--- src/rtl/lsu_pkg.sv ---
// Shared constants for the load/store unit: FSM state encoding, RV32I
// width codes, the latched request record and the request legality check.
package lsu_pkg;

   // FSM state encoding
   localparam logic [2:0] ST_IDLE    = 3'd0;
   localparam logic [2:0] ST_RD      = 3'd1;
   localparam logic [2:0] ST_RD_WAIT = 3'd2;
   localparam logic [2:0] ST_WR      = 3'd3;
   localparam logic [2:0] ST_RESP    = 3'd4;

   // RV32I funct3 width codes
   localparam logic [2:0] F3_B  = 3'b000;
   localparam logic [2:0] F3_H  = 3'b001;
   localparam logic [2:0] F3_W  = 3'b010;
   localparam logic [2:0] F3_BU = 3'b100;
   localparam logic [2:0] F3_HU = 3'b101;

   // Request fields captured on acceptance
   typedef struct packed {
      logic        write;
      logic [2:0]  funct3;
      logic [31:0] addr;
      logic [31:0] wdata;
   } lsu_req_t;

   // 1 when the request must be rejected without touching memory:
   // misaligned halfword/word, reserved width code, or unsigned width on a store.
   function automatic logic lsu_reject(input logic [2:0] funct3,
                                       input logic       write,
                                       input logic [1:0] byte_off);
      logic bad;
      case (funct3)
         F3_B:    bad = 1'b0;
         F3_H:    bad = byte_off[0];
         F3_W:    bad = (byte_off != 2'b00);
         F3_BU:   bad = write;
         F3_HU:   bad = write | byte_off[0];
         default: bad = 1'b1;
      endcase
      return bad;
   endfunction

endpackage

--- src/rtl/lsu_align.sv ---
// Combinational data alignment: load lane select with sign/zero extension,
// and merge of sub-word store data into the word read back from memory.
module lsu_align
   import lsu_pkg::*;
(
   input  logic [2:0]  funct3,
   input  logic [1:0]  byte_off,
   input  logic [31:0] rdata,
   input  logic [31:0] wdata,
   output logic [31:0] load_data,
   output logic [31:0] merged
);

   logic [7:0]  byte_lane;
   logic [15:0] half_lane;

   // Pick the addressed lane and format the load result
   always_comb begin
      byte_lane = rdata[{byte_off, 3'b000} +: 8];
      half_lane = byte_off[1] ? rdata[31:16] : rdata[15:0];
      case (funct3)
         F3_B:    load_data = {{24{byte_lane[7]}}, byte_lane};
         F3_BU:   load_data = {24'h000000, byte_lane};
         F3_H:    load_data = {{16{half_lane[15]}}, half_lane};
         F3_HU:   load_data = {16'h0000, half_lane};
         default: load_data = rdata;
      endcase
   end

   // Overlay the store bytes on the read word, leaving other lanes untouched
   always_comb begin
      merged = rdata;
      case (funct3)
         F3_B: merged[{byte_off, 3'b000} +: 8] = wdata[7:0];
         F3_H: begin
            if (byte_off[1]) merged[31:16] = wdata[15:0];
            else             merged[15:0]  = wdata[15:0];
         end
         default: merged = wdata;
      endcase
   end

endmodule

--- src/rtl/load_store_unit.sv ---
// Single-outstanding load/store unit between a core request port and a
// one-cycle-latency word memory. Sub-word stores use read-modify-write.
module load_store_unit
   import lsu_pkg::*;
#(
   parameter int MEM_WORDS = 256
)(
   input  logic        clk,
   input  logic        rst_n,
   input  logic        req_valid,
   output logic        req_ready,
   input  logic        req_write,
   input  logic [2:0]  req_funct3,
   input  logic [31:0] req_addr,
   input  logic [31:0] req_wdata,
   output logic        resp_valid,
   output logic [31:0] resp_rdata,
   output logic        resp_misaligned,
   output logic        mem_read,
   output logic        mem_write,
   output logic [31:0] endereco,
   output logic [31:0] write_data,
   input  logic [31:0] read_data
);

   localparam logic [29:0] DEPTH = 30'(MEM_WORDS);

   logic [2:0]  state;
   lsu_req_t    req_q;
   logic [31:0] load_data;
   logic [31:0] merged;
   logic [29:0] word_idx;

   lsu_align u_align (
      .funct3    (req_q.funct3),
      .byte_off  (req_q.addr[1:0]),
      .rdata     (read_data),
      .wdata     (req_q.wdata),
      .load_data (load_data),
      .merged    (merged)
   );

   // Memory strobes decode straight from state, so they drop the cycle after reset
   always_comb begin
      word_idx   = req_q.addr[31:2] % DEPTH;
      endereco   = {2'b00, word_idx};
      write_data = req_q.wdata;
      req_ready  = (state == ST_IDLE);
      mem_read   = (state == ST_RD);
      mem_write  = (state == ST_WR);
   end

   // Sequencer: accept, access memory, then emit a one-cycle registered response
   always_ff @(posedge clk) begin
      if (!rst_n) begin
         state           <= ST_IDLE;
         req_q           <= '0;
         resp_valid      <= 1'b0;
         resp_misaligned <= 1'b0;
         resp_rdata      <= 32'h0;
      end else begin
         resp_valid      <= 1'b0;
         resp_misaligned <= 1'b0;
         case (state)
            ST_IDLE: begin
               if (req_valid) begin
                  req_q.write  <= req_write;
                  req_q.funct3 <= req_funct3;
                  req_q.addr   <= req_addr;
                  req_q.wdata  <= req_wdata;
                  if (lsu_reject(req_funct3, req_write, req_addr[1:0])) begin
                     state           <= ST_RESP;
                     resp_valid      <= 1'b1;
                     resp_misaligned <= 1'b1;
                     resp_rdata      <= 32'h0;
                  end else if (req_write && req_funct3 == F3_W) begin
                     state <= ST_WR;
                  end else begin
                     // loads and sub-word stores both start with a read
                     state <= ST_RD;
                  end
               end
            end
            ST_RD: state <= ST_RD_WAIT;
            ST_RD_WAIT: begin
               if (req_q.write) begin
                  req_q.wdata <= merged;
                  state       <= ST_WR;
               end else begin
                  resp_rdata <= load_data;
                  resp_valid <= 1'b1;
                  state      <= ST_RESP;
               end
            end
            ST_WR: begin
               resp_rdata <= 32'h0;
               resp_valid <= 1'b1;
               state      <= ST_RESP;
            end
            default: state <= ST_IDLE;
         endcase
      end
   end

endmodule

--- config.mk ---
export PLATFORM = sky130hd
export DESIGN_NAME = load_store_unit
export DESIGN_NICKNAME = d
export VERILOG_FILES = /design/src/rtl/lsu_pkg.sv /design/src/rtl/lsu_align.sv /design/src/rtl/load_store_unit.sv
export SDC_FILE = /design/constraint.sdc
export NUM_CORES = 1
export LEC_CHECK = 0
export CAP_MARGIN = 20
export CORE_MARGIN = 2
export CORE_UTILIZATION = 40
export DETAILED_ROUTE_END_ITERATION = 7
export DONT_BUFFER_PORTS = 1
export PLACE_DENSITY = 0.6
export SETUP_SLACK_MARGIN = 0.5
export SLEW_MARGIN = 20
export SYNTH_ARGS = -nofsm -noshare
export SYNTH_HDL_FRONTEND = slang
export SYNTH_HIERARCHICAL = 1
export SYNTH_SLANG_ARGS = --single-unit
--- constraint.sdc ---
create_clock -name clk -period 2.2 [get_ports clk]
set_input_delay 0.33 -clock clk [delete_from_list [all_inputs] [get_ports clk]]
set_output_delay 0.33 -clock clk [all_outputs]
set_load 0.02 [all_outputs]
# Yosys cells after proc, flatten, opt, wreduce, memory -nomap -nowiden
# Index checks and enable logic that the tools add are counted.
dict set report totals {
  reg_bits 83
  out_inout_bits 101
  word_cells 68
  in_bits 103
}
dict set report classes {
  add_sub_neg 1
  n_shift 3
  eq_ne 16
  n_bitwise 1
  reduce_logical 12
  n_mux 26
}
# op n
set ops {}
lappend ops {{$mux W32} 5}
lappend ops {{$pmux W32 S2} 2}
lappend ops {{$pmux W32 S4} 1}
lappend ops {{$pmux W32 S3} 1}
lappend ops {{$mux W16} 3}
lappend ops {{$bwmux W32} 1}
lappend ops {{$shift A8 B7 Y32 const A} 1}
lappend ops {{$shiftx A32 B6 Y8} 1}
lappend ops {{$shiftx A8 B7 Y32} 1}
lappend ops {{$eq A3 B3 Y1 const B} 4}
lappend ops {{$pmux W3 S4} 1}
lappend ops {{$eq A3 B1 Y1 const B} 3}
lappend ops {{$eq A3 B2 Y1 const B} 3}
lappend ops {{$logic_not A3 Y1} 3}
lappend ops {{$mux W3} 3}
lappend ops {{$reduce_and A4 Y1} 2}
lappend ops {{$neg A5 Y7} 1}
lappend ops {{$mux W1} 6}
lappend ops {{$ne A2 B2 Y1 const B} 3}
lappend ops {{$pmux W1 S5} 1}
lappend ops {{$reduce_and A5 Y1} 1}
lappend ops {{$reduce_and A2 Y1} 2}
lappend ops {{$reduce_bool A2 Y1} 2}
lappend ops {{$ne A3 B1 Y1 const B} 1}
lappend ops {{other kinds (7)} 7}

# Logic depth before layout (Yosys ltp)
dict set report logic_depth {
  ltp_word 8
  ltp_mapped 9
}

# Hierarchy
# The synthesis kept the hierarchy.
# mod seq_area_each_um2 cells_each n_inst area_each_um2
set modules_own_cells {}
lappend modules_own_cells {load_store_unit 1661.6 447 1 4005.1}
lappend modules_own_cells {lsu_align 0.0 272 1 1691.6}

# Least setup slack after synthesis
# OpenSTA, ideal clock, no wires.
dict set report synth_timing {
  path_kind {register to register}
  startpoint {reg req_q[33] in the netlist's numbering}
  endpoint {reg write_data[24] (netlist name)}
  setup_slack_ns 0.104
  arrival_time_ns 2.010
  setup_ns 0.086
  path_stages_with_launch 10
  cell_sequence {dfxtp_1 > buf_4 > inv_2 > ha_1 > or3_1 > clkbuf_1 > o21ai_0 > a22o_1 > mux2i_1 > a211oi_1}
}
dict set report synth_via {
  elab_chain_cells 6
  word_cells_on_any_way 8
  classes_between {1 x add/sub; 2 x shift; 5 x mux}
}
# item line_no
set synth_rtl {}
lappend synth_rtl {{start: declaration} load_store_unit.sv:29} ;# lsu_req_t req_q;
lappend synth_rtl {{$neg A5 Y7} lsu_align.sv:34} ;# F3_B: merged[{byte_off, 3'b000} +: 8] = wdata[7:0];
lappend synth_rtl {{$shiftx A8 B7 Y32 or $shift A8 B7 Y32 (tied branches)} lsu_align.sv:34}
lappend synth_rtl {{$bwmux W32} lsu_align.sv:34}
lappend synth_rtl {{$pmux W32 S2 *} lsu_align.sv:33} ;# case (funct3)
lappend synth_rtl {{net merged[24]} load_store_unit.sv:31} ;# logic [31:0] merged;
lappend synth_rtl {{$mux W32 *} load_store_unit.sv:86} ;# if (req_q.write) begin
lappend synth_rtl {{$pmux W32 S2 *} load_store_unit.sv:64} ;# case (state)
# The timed path passes the listed nets; every way through them passes the cells marked *. The select of a mux whose other input is x is not followed.
# A chain may end at the register's enable or synchronous reset.

# Worst setup path in the final report
dict set report layout_timing {
  startpoint {reg req_q[32] in the netlist's numbering}
  endpoint {reg write_data[25] (netlist name)}
}
dict set report layout_via {
  elab_chain_cells 6
  word_cells_on_any_way 7
  classes_between {1 x add/sub; 2 x shift; 4 x mux}
}
# item line_no
set layout_rtl {}
lappend layout_rtl {{$neg A5 Y7 *} lsu_align.sv:34}
lappend layout_rtl {{$shiftx A8 B7 Y32 or $shift A8 B7 Y32 (tied branches)} lsu_align.sv:34}
lappend layout_rtl {{$bwmux W32 *} lsu_align.sv:34}
lappend layout_rtl {{$pmux W32 S2 *} lsu_align.sv:33}
lappend layout_rtl {{net merged[25]} load_store_unit.sv:31}
lappend layout_rtl {{$mux W32 *} load_store_unit.sv:86}
lappend layout_rtl {{$pmux W32 S2 *} load_store_unit.sv:64}
# Marks and branches as above.

==> results.py <==
metrics = {
    "placement": {
        "place_inst": 828,
        "place.gp.congestion": 0.900,
        "io_buffers": 0,
        "hpwl_um": 13400,
        "preCtsSetupSlack_ps": 108,
    },
    "sta": {
        "maxClockFrequency_ghz": 0.551,
        "max_slew_margin": 0.570,
        "hold_violations": 0,
        "setup_ws_ps": 384,
        "setup-tns-final_ps": 0,
        "fin_crit_ps": 1820,
        "finClkSkew_ps": 4.16,
        "rsz0062_at_grt": "yes",
        "setup_viol": 0,
        "worst_pin_slew_ps": 645,
        "drv_slew": 0,
        "period_share": 0.826,
    },
    "power_and_ir_drop": {
        "p_int_mw": 2.94,
        "power_frac_seq": 0.400,
        "pwr-share-comb": 0.292,
        "power_density_mw_per_mm2": 697,
        "clkPwrFrac": 0.307,
        "switchingPower_mw": 1.56,
        "netSwitchingFraction": 0.347,
        "leakagePower_nw": 2.58,
        "peakVddDrop_uv": 345,
        "total_power_mw": 4.51,
    },
    "logic_synthesis": {
        "synth-edff-count": 0,
        "ys_seq_area_frac": 0.292,
        "yosysTopAreaCell": "dfxtp_1",
        "synth-seq-cells": 83,
        "syn_inst": 719,
        "synth_area_leaders": "dfxtp_1 29%, mux2i_1 15%, nand2_1 9.4%",
        "synthArstFlopShare": 0,
        "synth.yosys.warnings": 6,
        "synth_cell_types": 51,
        "synth_flop_cell": "dfxtp_1",
        "synthTopCellsByCount": "143 x nand2_1, 93 x a21oi_1, 86 x mux2i_1",
        "syn_avg_cell_area_um2": 7.92,
        "syn_area_mm2": 0.00570,
        "yosysTopAreaCellShare": 0.292,
        "synth_most_common_cell": "nand2_1",
    },
    "critical_path": {
        "worstSetupEndpointType": "register",
        "cp.required_ps": 2460,
        "ff2ff_path_depth": 7,
        "crit_type": "register to register",
        "worst_setup_path_start_kind": "register",
        "worstReg2RegStart": "req_q[32]",
        "cp.arrival_ps": 2080,
        "cp_max_fo": 11,
        "rr_endpoint": "write_data[25]",
        "r2r_slack_ps": 380,
    },
    "clock_network": {
        "h-tree-depth": 3,
        "tritoncts": "built",
        "clk_latency_ps": 350,
        "clock_sinks": 83,
        "cts-root-buf": "clkbuf_16",
        "clock_path_buffers": 2,
        "path_clk_slew_ps": 60,
        "cts_hold_buf": 0,
        "cts_buffers": 9,
    },
    "cells_and_area": {
        "final_util": 0.465,
        "fin_nets": 792,
        "instances_no_fill": 869,
        "syn2layout_area_growth_pct": 13.4,
        "nFillCells": 1381,
        "drive_above_1_share": 0.209,
        "antenna_cells": 0,
    },
    "global_route": {
        "grtUsageTotal": 0.250,
        "grt_start_max_net_pins": 45,
        "antenna_found_initial": 0,
        "grt_overflow": 0,
        "grt_pass1_wl_um": 28500,
        "grt_pass1_vias": 4973,
    },
    "outcome": {
        "outcome": "completed",
    },
    "detailed_routing": {
        "wirelength_um": 19200,
        "remaining_drc_errors": 0,
        "ant_nets": 0,
        "drt_iter0_markers": 298,
        "num_vias": 5214,
        "vias_per_cell": 6.00,
        "first_pass_iters": 7,
        "wl_per_cell_um": 22.1,
    },
    "hold_path": {
        "hold_start": "req_addr[2]",
        "min_to": "req_q[34]",
        "whs_path_depth": 2,
        "hold_path_class": "input pin to register",
    },
    "run": {
        "maxCapViolCount": 0,
    },
    "floorplan": {
        "dieArea_mm2": 0.0152,
        "pin_count": 204,
        "die_y_um": 123,
        "fp.dieW_um": 123,
        "coreArea_mm2": 0.0139,
        "row_count": 43,
        "start_util": 0.410,
    },
}
[cell usage in the layout (no fill, tap or decap), types with 4 or more instances in the layout]
master / instances
dfxtp_4: 4
a22o_1: 24
o21ai_1: 4
o21ai_2: 15
nor3_1: 8
o21ai_0: 9
dfxtp_1: 77
conb_1: 24
nor2_1: 6
nand2_2: 9
o211ai_1: 6
nand2_1: 134
a22oi_1: 7
nand2b_1: 9
a21oi_1: 92
clkbuf_16: 11
a211oi_1: 31
inv_1: 5
mux2i_1: 85
and3_1: 5
o221ai_2: 7
buf_4: 36
buf_16: 7
[cell families (layout without fill, tap and decap cells)]
| family | after synthesis | after routing | share of synthesized area |
|---|---|---|---|
| adder cells (fa/ha/maj) | 5 | 5 | 0.0110 |
| multiplexers | 89 | 89 | 0.159 |
| AO/OA/AOI/OAI | 210 | 211 | 0.238 |
| other | 1 | 24 | 0.000658 |
| buffers and inverters | 129 | 75 | 0.141 |
| flip-flops | 83 | 83 | 0.292 |
| AND/OR/NAND/NOR | 202 | 202 | 0.159 |
[routing by layer]
metal	global-route usage	up-vias	part of all wire
met1	0.315	2508	0.41
met4	0.116	0	0.034
met5	0	-	0
met3	0.0849	39	0.10
li1	-	2421	-
met2	0.383	246	0.46
[how the worst max path moves through the flow]
stage	start	to	depth (start not counted)
final	req_q[32]	write_data[25]	7
after global routing	req_q[32]	write_data[25]	7
after CTS	req_q[33]	write_data[24]	7
after detailed placement	req_q[32]	write_data[24]	7
after global placement	req_q[32]	write_data[24]	7
after floorplan	state[0]	resp_rdata[7]	6
[stage by stage]
step                cell area, um2  hold slack (ps)
finish                        6460              110
global route                  6460              115
CTS                           6260              101
detailed placement            5520              475
global placement              5520              468
floorplan                     5840              437
[state kept, by name (all words and copies together), names as in the netlist]
name and cells:
resp_misaligned 1, req_q 14, write_data 32, state 3
resp_rdata 32, resp_valid 1
[repair_timing]
action | CTS | global route
pin swaps | 10 | 30
gates resized for setup | 65 | 32
endpoints found under the setup margin | 69 | 67
gates cloned | 6 | 2
buffers inserted | 13 | 4
[power by group through the flow]
stage | combinational (mW) | clock [mW] | sequential, mW
final | 1.32 | 1.38 | 1.80
after global routing | 1.42 | 1.46 | 1.82
after CTS | 1.22 | 1.40 | 1.80
after detailed placement | 1.03 | 0 | 1.83
after global placement | 1.01 | 0 | 1.83
after floorplan | 1.07 | 0 | 1.70
[area by class of cell]
| class | count | area, um2 | share of cell area |
|---|---|---|---|
| Clock buffer | 11 | 233 | 0.0360 |
| Clock inverter | 5 | 30.0 | 0.00465 |
| Inverter | 10 | 57.6 | 0.00891 |
| Multi-Input combinational cell | 531 | 3650 | 0.565 |
| Sequential cell | 83 | 1680 | 0.260 |
| Tap cell | 180 | 225 | 0.0349 |
| Timing Repair Buffer | 49 | 584 | 0.0905 |
[critical path, cell delays in order, from the launching register on]
cell and delay, ps:
dfxtp_4 420, inv_8 70, ha_4 230, or3_4 420, o21ai_1 170, a22o_1 140, mux2i_1 60, a211oi_1 200
No activity file was read; power rests on OpenSTA's default activity.
